## src/rtl/vdp_priority_compute_n.sv

```systemverilog
// VDP layer priority resolver: NUM_SCROLL scroll layers plus one sprite layer.
// Picks the highest-ranked opaque primary and masked layer per pixel through a
// 2-stage valid-qualified pipeline. Enable/mask config is double-buffered and
// only changes when config_load is strobed.

// Per-layer classification: opacity test, set membership, and rank tuple.
module vdp_prio_layer #(
  parameter int OPACITY_BITS = 4,
  parameter int LVL_W        = 2
) (
  input  logic [OPACITY_BITS-1:0] opq_bits,
  input  logic                    en,
  input  logic                    sel,
  input  logic [LVL_W-1:0]        level,
  input  logic                    is_sprite,
  output logic                    prim,
  output logic                    mskd,
  output logic [LVL_W+1:0]        rank
);
  logic opaque;
  assign opaque = |opq_bits;
  assign prim   = en & opaque & sel;
  assign mskd   = en & opaque & ~sel;
  // Leading 1 keeps any real layer above the all-zero "no layer" rank; the
  // trailing sprite bit lets the sprite win a tie at the same level.
  assign rank   = {1'b1, level, is_sprite};
endmodule

module vdp_priority_compute_n #(
  parameter int NUM_SCROLL   = 4,
  parameter int PIXEL_WIDTH  = 8,
  parameter int OPACITY_BITS = 4,
  parameter int PRIO_BITS    = 2,
  localparam int L           = NUM_SCROLL + 1
) (
  input  logic                              clk,
  input  logic                              reset_n,
  input  logic                              pixel_valid,
  input  logic [NUM_SCROLL*PIXEL_WIDTH-1:0] scroll_pixels,
  input  logic [PIXEL_WIDTH-1:0]            sprite_pixel,
  input  logic [PRIO_BITS-1:0]              sprite_priority,
  input  logic [L-1:0]                      layer_enable_shadow,
  input  logic [L-1:0]                      layer_mask_shadow,
  input  logic                              config_load,
  output logic                              out_valid,
  output logic [PIXEL_WIDTH-1:0]            prioritized_pixel,
  output logic [L-1:0]                      prioritized_layer,
  output logic [PIXEL_WIDTH-1:0]            prioritized_masked_pixel,
  output logic [L-1:0]                      prioritized_masked_layer
);
  localparam int LVL_W = (NUM_SCROLL > 1) ? $clog2(NUM_SCROLL) : 1;
  localparam int RW    = LVL_W + 2;

  logic [L-1:0]                  en_act, mask_act;
  logic [L-1:0][PIXEL_WIDTH-1:0] lpix;
  logic [L-1:0][LVL_W-1:0]       lvl;
  logic [L-1:0][RW-1:0]          rank;
  logic [L-1:0]                  prim, mskd;
  logic [LVL_W-1:0]              spr_lvl;

  // Combinational winners
  logic [L-1:0]           p_oh, m_oh;
  logic [PIXEL_WIDTH-1:0] p_pix, m_pix;
  logic [RW-1:0]          p_rank, m_rank;

  // Stage 1 registers
  logic                   s1_valid;
  logic [L-1:0]           s1_p_oh, s1_m_oh;
  logic [PIXEL_WIDTH-1:0] s1_p_pix, s1_m_pix;
  logic [RW-1:0]          s1_p_rank, s1_m_rank;

  // Sprite level saturates at the top scroll level.
  always_comb begin
    if (int'(sprite_priority) > NUM_SCROLL - 1) spr_lvl = LVL_W'(NUM_SCROLL - 1);
    else                                         spr_lvl = LVL_W'(sprite_priority);
  end

  // Unpack layers: scroll i has level NUM_SCROLL-1-i, sprite sits at the top index.
  for (genvar i = 0; i < NUM_SCROLL; i++) begin : g_scroll
    assign lpix[i] = scroll_pixels[i*PIXEL_WIDTH +: PIXEL_WIDTH];
    assign lvl[i]  = LVL_W'(NUM_SCROLL - 1 - i);
  end
  assign lpix[L-1] = sprite_pixel;
  assign lvl[L-1]  = spr_lvl;

  for (genvar k = 0; k < L; k++) begin : g_layer
    vdp_prio_layer #(.OPACITY_BITS(OPACITY_BITS), .LVL_W(LVL_W)) u_layer (
      .opq_bits (lpix[k][OPACITY_BITS-1:0]),
      .en       (en_act[k]),
      .sel      (mask_act[k]),
      .level    (lvl[k]),
      .is_sprite(k == L - 1),
      .prim     (prim[k]),
      .mskd     (mskd[k]),
      .rank     (rank[k])
    );
  end

  // Max-rank search over each set; ranks are unique so the winner is one-hot.
  always_comb begin
    p_oh = '0; p_pix = '0; p_rank = '0;
    m_oh = '0; m_pix = '0; m_rank = '0;
    for (int k = 0; k < L; k++) begin
      if (prim[k] && rank[k] > p_rank) begin
        p_rank = rank[k]; p_pix = lpix[k]; p_oh = '0; p_oh[k] = 1'b1;
      end
      if (mskd[k] && rank[k] > m_rank) begin
        m_rank = rank[k]; m_pix = lpix[k]; m_oh = '0; m_oh[k] = 1'b1;
      end
    end
  end

  // Active config: shadow copied only on the load strobe.
  always_ff @(posedge clk or negedge reset_n) begin
    if (!reset_n) begin
      en_act   <= '0;
      mask_act <= '0;
    end else if (config_load) begin
      en_act   <= layer_enable_shadow;
      mask_act <= layer_mask_shadow;
    end
  end

  // Stage 1: capture winners on valid pixels; data holds across bubbles.
  always_ff @(posedge clk or negedge reset_n) begin
    if (!reset_n) begin
      s1_valid  <= 1'b0;
      s1_p_oh   <= '0; s1_p_pix <= '0; s1_p_rank <= '0;
      s1_m_oh   <= '0; s1_m_pix <= '0; s1_m_rank <= '0;
    end else begin
      s1_valid <= pixel_valid;
      if (pixel_valid) begin
        s1_p_oh <= p_oh; s1_p_pix <= p_pix; s1_p_rank <= p_rank;
        s1_m_oh <= m_oh; s1_m_pix <= m_pix; s1_m_rank <= m_rank;
      end
    end
  end

  // Stage 2: publish outputs, suppressing a masked winner the primary outranks.
  always_ff @(posedge clk or negedge reset_n) begin
    if (!reset_n) begin
      out_valid                <= 1'b0;
      prioritized_layer        <= '0;
      prioritized_pixel        <= '0;
      prioritized_masked_layer <= '0;
      prioritized_masked_pixel <= '0;
    end else begin
      out_valid <= s1_valid;
      if (s1_valid) begin
        prioritized_layer <= s1_p_oh;
        prioritized_pixel <= s1_p_pix;
        if (s1_p_rank > s1_m_rank) begin
          prioritized_masked_layer <= '0;
          prioritized_masked_pixel <= '0;
        end else begin
          prioritized_masked_layer <= s1_m_oh;
          prioritized_masked_pixel <= s1_m_pix;
        end
      end
    end
  end
endmodule
```

## config.mk

```make
export PLATFORM = sky130hd
export DESIGN_NAME = vdp_priority_compute_n
export DESIGN_NICKNAME = d
export VERILOG_FILES = /design/src/rtl/vdp_priority_compute_n.sv
export SDC_FILE = /design/constraint.sdc
export NUM_CORES = 1
export LEC_CHECK = 0
export ABC_AREA = 1
export CAP_MARGIN = 20
export CELL_PAD_IN_SITES_DETAIL_PLACEMENT = 0
export CELL_PAD_IN_SITES_GLOBAL_PLACEMENT = 1
export CORE_ASPECT_RATIO = 1.25
export CORE_UTILIZATION = 40
export DETAILED_ROUTE_END_ITERATION = 10
export PLACE_DENSITY = 0.83
export SYNTH_ARGS = -nofsm -noshare
export SYNTH_HDL_FRONTEND = slang
export SYNTH_HIERARCHICAL = 1
export SYNTH_SLANG_ARGS = --single-unit
export TNS_END_PERCENT = 20
```

## constraint.sdc

```tcl
create_clock -name clk -period 8.1 [get_ports clk]
set_clock_uncertainty 0.15 [all_clocks]
set_input_delay 1.62 -clock clk [delete_from_list [all_inputs] [get_ports clk]]
set_output_delay 1.62 -clock clk [all_outputs]
set_load 0.01 [all_outputs]
```

==> results.sh <==
export IMPL_grt_usage_pct=21.4
export IMPL_r2r_slack_ns=2.20
export IMPL_worst_r2r_startpoint="en_act[0]"
export IMPL_hold_path_endpoint="s1_m_rank[3]"
export IMPL_hold_violations=0
export IMPL_r2r_cells=39
export IMPL_syn_inst=742
export IMPL_hpwl_um=11100
export IMPL_drt_wl_total_um=13900
export IMPL_globalplace_congestion=0.866
export IMPL_layout_nets=896
export IMPL_min_path_type="register to register"
export IMPL_max_cap_viol_count=0
export IMPL_clk_pin_slew_ns=0.07
export IMPL_intPower_w=0.000928
export IMPL_drc=0
export IMPL_p_leak_nw=3.35
export IMPL_slew_headroom_pct=37.4
export IMPL_overflow=0
export IMPL_critPathKind="input port to register"
export IMPL_drv_slew=0
export IMPL_crit_path_top_delay_cell="clkdlybuf4s50_1"
export IMPL_finalCriticalPeriod_ns=7.40
export IMPL_m1WireLength_um=6070
export IMPL_fin_tns_setup_ns=0
export IMPL_mostFrequentLayoutCells="154 x nand2_1, 127 x inv_1, 81 x clkdlybuf4s50_1"
export IMPL_drive_gt1_share_pct=12.7
export IMPL_clockPowerShare_pct=28.5
export IMPL_rows=47
export IMPL_clkLatencyLatePin_ns=0.34
export IMPL_yosys_warnings=6
export IMPL_antennaDiodeCount=0
export IMPL_die_area_mm2=0.0140
export IMPL_io_pins=83
export IMPL_grt_pass1_wl_um=23800
export IMPL_route_met2_wl_um=6900
export IMPL_syn_to_final_growth_pct=21.5
export IMPL_layout_commonest_cell="nand2_1"
export IMPL_power_switching_share_pct=36.5
export IMPL_cp_end_kind="register"
export IMPL_cts_buffers=9
export IMPL_port_buffers=82
export IMPL_die_h_um=132
export IMPL_fill_cells=1343
export IMPL_cp_slowest_stage_delay_ns=0.48
export IMPL_floorplan_core_area_mm2=0.0132
export IMPL_clock_sink_count=72
export IMPL_netSwitchingPower_w=0.000533
export IMPL_grt_setup_unrepaired="no"
export IMPL_outcome="completed"
export IMPL_max_freq_ghz=0.135
export IMPL_vias=4866
export IMPL_period_share_pct=91.4
export IMPL_r2r_end="s1_m_pix[5]"
export IMPL_routed_via_density=4.95
export IMPL_postCtsSetupBuffers=0
export IMPL_cp_start_kind="input port"
export IMPL_grt_pass1_vias=4961
export IMPL_initial_core_util_pct=41.0
export IMPL_synthTopCellsByArea="dfrtp_1 33%, nand2_1 11%, inv_1 8.8%"
export IMPL_required_ns=8.17
export IMPL_multi_input_area_mm2=0.00289
export IMPL_ant_nets=0
export IMPL_drtIter0Drc=227
export IMPL_cts_buffer_depth=2
export IMPL_power_density_mw_per_mm2=222
export IMPL_htree_levels=3
export IMPL_dr_max_layer_used="met4"
export IMPL_first_pass_iters=5
export IMPL_combPwrFrac_pct=38.0
export IMPL_whs_ns=0.334
export IMPL_cp_common_cell="nand2_1"
export IMPL_grt_start_max_net_pins=73
export IMPL_synth_top_cell_area_share_pct=33.2
export IMPL_setup_viol=0
export IMPL_crit_start="scroll_pixels[3]"
export IMPL_die_w_um=106
export IMPL_antenna_found_initial=0
export IMPL_path_max_fanout=26
export IMPL_cts_root_buf="clkbuf_16"
export IMPL_synth_cell_types=32
export IMPL_hp_start="s1_m_rank[3]"
export IMPL_yosysSeqAreaShare_pct=33.2
export IMPL_seqPwrFrac_pct=33.5
export IMPL_yosysTopAreaCell="dfrtp_1"
export IMPL_crit_arrival_ns=7.47
export IMPL_hold_path_depth=2
export IMPL_synth_area_per_cell_um2=7.31
export IMPL_syn_cell_area_mm2=0.00543
export IMPL_cts_tree="done"
export IMPL_wl_met3_um=625
export IMPL_regArea_mm2=0.00180
export IMPL_synth_seq_cells=72
export IMPL_avgRoutedWirePerCell_um=14.2
export IMPL_worst_pin_slew_ns=0.939
export IMPL_peakVddDrop_mv=0.141
[Yosys cell counts]
library cell and n:
nand3_4 3, buf_8 1, nand3b_1 2, nand3_2 14
inv_2 8, a21oi_2 6, o22ai_1 16, nand3_1 52
nand4_1 16, nor3_1 5, o211ai_1 1, nand4_2 1
nor2_1 44, a21oi_1 18, nand2_2 13, nor2_4 2
o21ai_0 67, nand4_4 1, inv_1 127, nand2_1 154
and2_1 4, o21bai_1 1, buf_2 3, nor2_2 3
conb_1 7, mux2_2 23, buf_6 1, buf_4 20
dfrtp_1 72, ha_1 32, clkbuf_1 20, nand2_4 5
[per-stage QoR]
step                      worst slack [ns]  util (%)  std cells  cell area (um2)  power, W
final                                0.700      49.8        984             6590   0.00146
after global routing                0.0613      49.8        984             6590   0.00157
after CTS                            0.641      49.8        984             6590   0.00147
after detailed placement             0.312      47.5        968             6290   0.00105
after global placement               0.396      47.5        968             6290   0.00103
after floorplan                       1.56         -        753             5470  0.000847
[logic make-up after synthesis]
group | after synthesis | share of synthesized area [%]
buf+inv | 180 | 14.2
other cells | 7 | 0.484
simple gates | 319 | 29.0
mux | 23 | 4.77
fa+ha+maj | 32 | 7.38
compound gates | 109 | 10.9
flops | 72 | 33.2
[state kept, by name, summed over array words and instances (netlist names), 8 cells and up]
signal / flops
prioritized_pixel: 8
s1_p_pix: 8
prioritized_masked_pixel: 8
s1_m_pix: 8
[power groups by stage]
stage	registers, W	clock network (W)	logic, W
after floorplan	0.000503	0	0.000343
after global placement	0.000494	0	0.000539
after detailed placement	0.000498	0	0.000550
after CTS	0.000492	0.000422	0.000552
after global routing	0.000501	0.000440	0.000631
final	0.000490	0.000416	0.000555
[cell type report]
class / instances / share of cell area (%)
clock inverters: 7 / 1.21
inverters: 135 / 7.69
multi-input cells: 501 / 43.9
repair buffers: 89 / 13.2
clock buffers: 9 / 3.42
well taps: 171 / 3.25
flip-flops and latches: 72 / 27.3
[worst max-delay path: cells and delay by family]
family	cells	cell delay [ns]
AOI/OAI and AO/OA	5	0.76
adders and majority gates	4	1.20
buffers and inverters	8	1.19
and+or+nand+nor	25	2.66
[per-layer routing]
layer  track usage (%)  up-vias
li1                  -     2469
met1              26.6     2234
met2              36.8      138
met3              3.46       25
met4              8.02        0
met5                 0        -
[how the worst max path moves through the flow]
stage	cells after the start	to
after detailed placement	42	s1_m_pix[5]
after global routing	42	s1_m_pix[5]
after floorplan	41	s1_p_pix[4]
after global placement	42	s1_m_pix[5]
final	42	s1_m_pix[5]
after CTS	42	s1_m_pix[5]
[timing repair]
item	CTS	global route
resized for setup	0	1
hold buffers	0	0
endpoints found under the setup margin	0	1
No activity file was read; power rests on OpenSTA's default activity.
